===== src/rtl/scan_pkg.sv =====
`default_nettype none
// ============================================================================
// Module   : scan_pkg
// Brief    : Shared state encoding and default timing for the scan address
//            generator.
// Revision : 1.0 - initial release
// ============================================================================
package scan_pkg;

    localparam int DEF_ADDR_W       = 4;
    localparam int DEF_DWELL_CYCLES = 1000;
    localparam int DEF_BLANK_CYCLES = 8;
    localparam int DEF_CNT_W        = 16;

    typedef logic [1:0] state_t;

    localparam state_t S_IDLE  = 2'd0;
    localparam state_t S_BLANK = 2'd1;
    localparam state_t S_DWELL = 2'd2;

endpackage
`default_nettype wire


===== src/rtl/scan_next_pos.sv =====
`default_nettype none
// ============================================================================
// Module   : scan_next_pos
// Brief    : Eligible-position search: next above the current position,
//            lowest, highest, wrap and empty indications.
// Revision : 1.0 - initial release
// ============================================================================
module scan_next_pos
    import scan_pkg::*;
#(
    parameter int ADDR_W = DEF_ADDR_W
) (
    input  logic [2**ADDR_W-1:0] i_pos_mask,
    input  logic [ADDR_W-1:0]    i_last_pos,
    input  logic [ADDR_W-1:0]    i_cur,
    output logic [ADDR_W-1:0]    o_next_pos,
    output logic                 o_wrap,
    output logic [ADDR_W-1:0]    o_first_pos,
    output logic [ADDR_W-1:0]    o_high_pos,
    output logic                 o_empty
);

    localparam int c_NPOS = 2**ADDR_W;

    logic [c_NPOS-1:0] w_elig;
    logic              w_has_next;

    generate
        for (genvar gi = 0; gi < c_NPOS; gi++) begin : g_elig
            assign w_elig[gi] = i_pos_mask[gi] & (ADDR_W'(gi) <= i_last_pos);
        end
    endgenerate

    // Descending scan leaves the lowest match; ascending scan the highest.
    always_comb begin
        o_next_pos  = '0;
        o_first_pos = '0;
        o_high_pos  = '0;
        w_has_next  = 1'b0;
        for (int i = c_NPOS - 1; i >= 0; i--) begin
            if (w_elig[i]) begin
                o_first_pos = ADDR_W'(i);
                if (ADDR_W'(i) > i_cur) begin
                    o_next_pos = ADDR_W'(i);
                    w_has_next = 1'b1;
                end
            end
        end
        for (int i = 0; i < c_NPOS; i++) begin
            if (w_elig[i]) begin
                o_high_pos = ADDR_W'(i);
            end
        end
    end

    assign o_empty = ~|w_elig;
    assign o_wrap  = ~w_has_next;

endmodule
`default_nettype wire


===== src/rtl/scan_addr_gen.sv =====
`default_nettype none
// ============================================================================
// Module   : scan_addr_gen
// Brief    : Round-robin select/enable generator for a 4-to-16 decoder with
//            programmable dwell, blanking gap and per-position skip mask.
// Revision : 1.0 - initial release
// ============================================================================
module scan_addr_gen
    import scan_pkg::*;
#(
    parameter int ADDR_W       = DEF_ADDR_W,
    parameter int DWELL_CYCLES = DEF_DWELL_CYCLES,
    parameter int BLANK_CYCLES = DEF_BLANK_CYCLES,
    parameter int CNT_W        = DEF_CNT_W
) (
    input  logic                 clk,
    input  logic                 rst,
    input  logic                 run,
    input  logic [2**ADDR_W-1:0] pos_mask,
    input  logic [ADDR_W-1:0]    last_pos,
    output logic [ADDR_W-1:0]    addr,
    output logic                 addr_en,
    output logic                 frame_start,
    output logic                 frame_done,
    output logic                 busy
);

    localparam logic [CNT_W-1:0] c_DWELL_LAST = CNT_W'(DWELL_CYCLES - 1);
    localparam logic [CNT_W-1:0] c_BLANK_LAST =
        CNT_W'((BLANK_CYCLES > 0) ? (BLANK_CYCLES - 1) : 0);
    localparam state_t c_ENTRY = (BLANK_CYCLES > 0) ? S_BLANK : S_DWELL;

    state_t             r_state;
    logic [CNT_W-1:0]   r_cnt;
    logic [ADDR_W-1:0]  r_addr;
    logic               r_addr_en;
    logic               r_frame_start;
    logic               r_frame_done;
    logic               r_busy;

    state_t             w_state_nxt;
    logic [CNT_W-1:0]   w_cnt_nxt;
    logic [ADDR_W-1:0]  w_addr_nxt;
    logic               w_fs_nxt;
    logic               w_fd_nxt;

    logic [ADDR_W-1:0]  w_next_pos;
    logic [ADDR_W-1:0]  w_first_pos;
    logic [ADDR_W-1:0]  w_high_pos;
    logic               w_wrap;
    logic               w_empty;

    scan_next_pos #(
        .ADDR_W (ADDR_W)
    ) u_next_pos (
        .i_pos_mask  (pos_mask),
        .i_last_pos  (last_pos),
        .i_cur       (r_addr),
        .o_next_pos  (w_next_pos),
        .o_wrap      (w_wrap),
        .o_first_pos (w_first_pos),
        .o_high_pos  (w_high_pos),
        .o_empty     (w_empty)
    );

    always_comb begin
        w_state_nxt = r_state;
        w_cnt_nxt   = r_cnt;
        w_addr_nxt  = r_addr;
        w_fs_nxt    = 1'b0;
        case (r_state)
            S_IDLE: begin
                if (run && !w_empty) begin
                    w_state_nxt = c_ENTRY;
                    w_cnt_nxt   = '0;
                    w_addr_nxt  = w_first_pos;
                    w_fs_nxt    = 1'b1;
                end
            end
            S_BLANK: begin
                if (r_cnt == c_BLANK_LAST) begin
                    w_state_nxt = S_DWELL;
                    w_cnt_nxt   = '0;
                end else begin
                    w_cnt_nxt = r_cnt + CNT_W'(1);
                end
            end
            S_DWELL: begin
                if (r_cnt == c_DWELL_LAST) begin
                    w_cnt_nxt = '0;
                    if (!run || w_empty) begin
                        w_state_nxt = S_IDLE;
                    end else begin
                        w_state_nxt = c_ENTRY;
                        w_addr_nxt  = w_wrap ? w_first_pos : w_next_pos;
                        w_fs_nxt    = w_wrap;
                    end
                end else begin
                    w_cnt_nxt = r_cnt + CNT_W'(1);
                end
            end
            default: begin
                w_state_nxt = S_IDLE;
                w_cnt_nxt   = '0;
            end
        endcase
    end

    // Look one cycle ahead so frame_done can be a flop yet coincide with the
    // last dwell cycle of the highest eligible position.
    assign w_fd_nxt = (w_state_nxt == S_DWELL) && (w_cnt_nxt == c_DWELL_LAST) &&
                      (w_addr_nxt >= w_high_pos);

    always_ff @(posedge clk) begin
        if (rst) begin
            r_state       <= S_IDLE;
            r_cnt         <= '0;
            r_addr        <= '0;
            r_addr_en     <= 1'b0;
            r_frame_start <= 1'b0;
            r_frame_done  <= 1'b0;
            r_busy        <= 1'b0;
        end else begin
            r_state       <= w_state_nxt;
            r_cnt         <= w_cnt_nxt;
            r_addr        <= w_addr_nxt;
            r_addr_en     <= (w_state_nxt == S_DWELL);
            r_frame_start <= w_fs_nxt;
            r_frame_done  <= w_fd_nxt;
            r_busy        <= (w_state_nxt != S_IDLE);
        end
    end

    assign addr        = r_addr;
    assign addr_en     = r_addr_en;
    assign frame_start = r_frame_start;
    assign frame_done  = r_frame_done;
    assign busy        = r_busy;

endmodule
`default_nettype wire


===== config.mk =====
export PLATFORM = sky130hd
export DESIGN_NAME = scan_addr_gen
export DESIGN_NICKNAME = d
export VERILOG_FILES = /design/src/rtl/scan_pkg.sv /design/src/rtl/scan_next_pos.sv /design/src/rtl/scan_addr_gen.sv
export SDC_FILE = /design/constraint.sdc
export NUM_CORES = 1
export LEC_CHECK = 0
export ABC_AREA = 1
export BUFFER_PORTS_ARGS = -buffer_cell sky130_fd_sc_hd__buf_2
export CELL_PAD_IN_SITES_DETAIL_PLACEMENT = 1
export CELL_PAD_IN_SITES_GLOBAL_PLACEMENT = 1
export CORE_ASPECT_RATIO = 0.7
export CORE_MARGIN = 5
export CORE_UTILIZATION = 41
export CTS_BUF_LIST = sky130_fd_sc_hd__clkbuf_4
export CTS_CLUSTER_DIAMETER = 40
export DETAILED_ROUTE_END_ITERATION = 16
export PLACE_DENSITY = 0.86
export SYNTH_ARGS = -nofsm -noshare
export SYNTH_HDL_FRONTEND = slang
export SYNTH_SLANG_ARGS = --single-unit

===== constraint.sdc =====
create_clock -name clk -period 4.2 [get_ports clk]
set_clock_uncertainty 0.15 [all_clocks]
set_input_delay 0.84 -clock clk [delete_from_list [all_inputs] [get_ports clk]]
set_output_delay 0.84 -clock clk [all_outputs]
set_load 0.05 [all_outputs]

==> metrics <==
Net Count, Synth=466; Final period util=91.10%; final WL=8.473 mm; fmax=261.3 MHz; Worst EP required=4330 ps; # resized after CTS=0; top-area cell type share of the netlist area=21.29%; r2r endpoint=frame_done; TritonCTS sink count=26; Die W=102.3 um; Hold Startpoint=r_cnt[3]; DRC=0; antenna viol nets, final=0; initial core utilization=42.48%; Placed Area=0.002660 sq mm; CTS tree=built; total gr overflow=0; # rows=23; NumNets Final=496; overall global routing resource usage=23.57%; P_leak=1.353 nW; critical path's largest stage delay=290 ps; Cells after Synth=438; Post-synth EDFFs=0; CP Launch Type=input pin; Worst path top cell family by delay=simple AND/OR/NAND/NOR gates; crit-path max FO=12; Post-DP HPWL=7.057 mm; Worst EP arrival=3960 ps; hold slack final=352.3 ps; min cycle time layout=3826 ps; top cells by area, synth=dfxtp_1, nand2_1, inv_1, nor2_1, a21oi_1; post-synthesis sequential element count=26; largest area contributor in the netlist=dfxtp_1; Via density=5.292; share of post-route cells with drive strength above 1=13.70%; RSZ-0062 raised after global routing=false; critical path class=in2reg; worst hold-check path type=reg2reg; RR Startpoint=addr[1]; vias=2868; die area=0.007632 sq mm; Synth cell types=36; Avg Cell Area, Syn=5.582 sq um; Die Y=74.61 um; most frequent cells in the layout=nand2_1, inv_1, nor2_1, a21oi_1, buf_2; number of hold buffers added after CTS=0; largest net degree at the start of global routing=26; H-tree depth=1; clock root buffer=clkbuf_4; Slew Limit Fails=0; Longest Clk Path Bufs=2; I/O Pins=31; Clock transition at path regs=160 ps; Max-cap violations=0; most common cell after layout, fill and taps aside=nand2_1; setup_tns=0 ps; initial antenna violation count=0; Worst Hold End=r_cnt[3]; WL/cell=15.63 um; Slew HR=57.96%; most frequent CP cell=nand2_1; IR drop worst, VDD=0.1536 mV; FFs w/ async S/R, synth=0%; core area=0.005756 sq mm; mapped cell area=0.002445 sq mm; Post-CTS Setup Inserts=0; Layout Cell Area excl Fill=0.002713 sq mm; PD cells=257.5 mW/mm^2; Final Hold Viols=0; Buffers & Inverters on Critical Path=2; Top FF cell, synth=dfxtp_1; slew of the pin with the lowest slew margin=628.3 ps; vias in the first global route=2819; synthesis warning total=0; Antenna Cells=0; final core occ=47.13%; outcome=complete, no violations; type of element capturing the critical path=flop; worst skew pair latency=340 ps; PortBufs=30; Num CTS Buffers=3; Worst R2R Path Depth=24; Pre-antenna DRT Iters=4; hold depth=2; Layout Area Growth over Synthesis=10.95%; Final Wtd Congestion=0.8896; drt initial violations=210; Reg2Reg Setup Slack=550 ps; Seq/Total Area, Yosys=21.29%; first-pass GRT wire length=14.16 mm; endpoints failing setup=0; Slowest-stage cell, CP=ha_1
-- final cells by class --
cell class	count	area [sq um]
flip-flops and latches	26	520.5
well taps	75	93.84
fillers	876	3043
multi-input cells	323	1573
clock buffers	3	22.52
clock inverters	1	30.03
repair buffers	32	165.2
inverters	82	307.8
-- sequential cells by signal, indices dropped and copies added (netlist names) --
signal / cells
addr_en: 1
frame_done: 1
addr: 4
r_cnt: 16
busy: 1
r_state: 2
frame_start: 1
-- Yosys cell counts, types with 3 or more instances --
cell        n
xor2_1      3
nor3_2      4
a31oi_1     3
nand2_1   121
nand2_2     3
dfxtp_1    26
o22ai_1     5
nor4_1      4
nor2_2      3
nand3_1    24
o21ai_0    16
o21ai_1    10
ha_1        5
inv_1      72
nor3_1      5
a21oi_1    31
o21a_1      3
nor2_1     65
nand4_1     4
inv_2       9
clkbuf_1    3
-- kinds of logic (layout without fill, tap and decap cells) --
| family | after synthesis | after routing | synth area share (%) |
|---|---|---|---|
| compound gates | 75 | 75 | 17.09 |
| xor+xnor | 4 | 4 | 1.433 |
| fa+ha+maj | 5 | 5 | 2.559 |
| buf+inv | 89 | 118 | 14.38 |
| flops | 26 | 26 | 21.29 |
| simple gates | 239 | 239 | 43.24 |
-- how the worst max path moves through the flow --
stage	start	end	slack (ps)	cells after the start
after floorplan	last_pos[3]	frame_done	590	26
after global placement	last_pos[1]	frame_done	200	25
after detailed placement	last_pos[1]	frame_done	60	25
after CTS	last_pos[1]	frame_done	410	25
after global routing	last_pos[3]	frame_done	40	31
final	last_pos[1]	frame_done	370	25
-- per-stage QoR --
| stage | total power (W) | instances | worst slack (ps) |
|---|---|---|---|
| floorplan | 0.0004457 | 438 | 589.4 |
| global placement | 0.0005099 | 538 | 199.7 |
| detailed placement | 0.0005174 | 538 | 61.28 |
| CTS | 0.0006950 | 542 | 411.5 |
| global route | 0.0007369 | 542 | 42.71 |
| finish | 0.0006986 | 542 | 373.6 |
-- worst register-to-register path, stage by stage, from the launching register on --
cell      delay [ps]
dfxtp_1          500
inv_1            210
nand2_1          220
a21oi_1          150
nand2_1          120
nand2_1           90
nor2_1           150
nand2_1          130
nor4_4           200
nor2_1            70
a21oi_1          160
nand2_1           70
nand2_1           50
nand2_1           70
ha_1             290
inv_1             30
a21boi_0         150
o21a_1           130
o21a_1           100
o22ai_1           70
nor2_1           110
nand3_1           70
nor2_1           110
nand3_1           80
nor2_1           110
-- per-layer routing --
| metal | vias up | share of wire (%) | track usage, % |
|---|---|---|---|
| met2 | 67 | 39 | 33.48 |
| met5 | - | 0 | 0 |
| met4 | 0 | 0.45 | 2.620 |
| met3 | 7 | 6.4 | 5.248 |
| li1 | 1442 | - | - |
| met1 | 1352 | 54 | 36.96 |
-- where the power goes --
group / leakage [nW] / total [W] / internal [W] / switching, W
combinational: 1.11 / 0.000251 / 0.0000763 / 0.000175
sequential: 0.211 / 0.000268 / 0.000255 / 0.0000127
clock: 0.0279 / 0.000180 / 0.0000966 / 0.0000830
No activity file was read; power rests on OpenSTA's default activity.
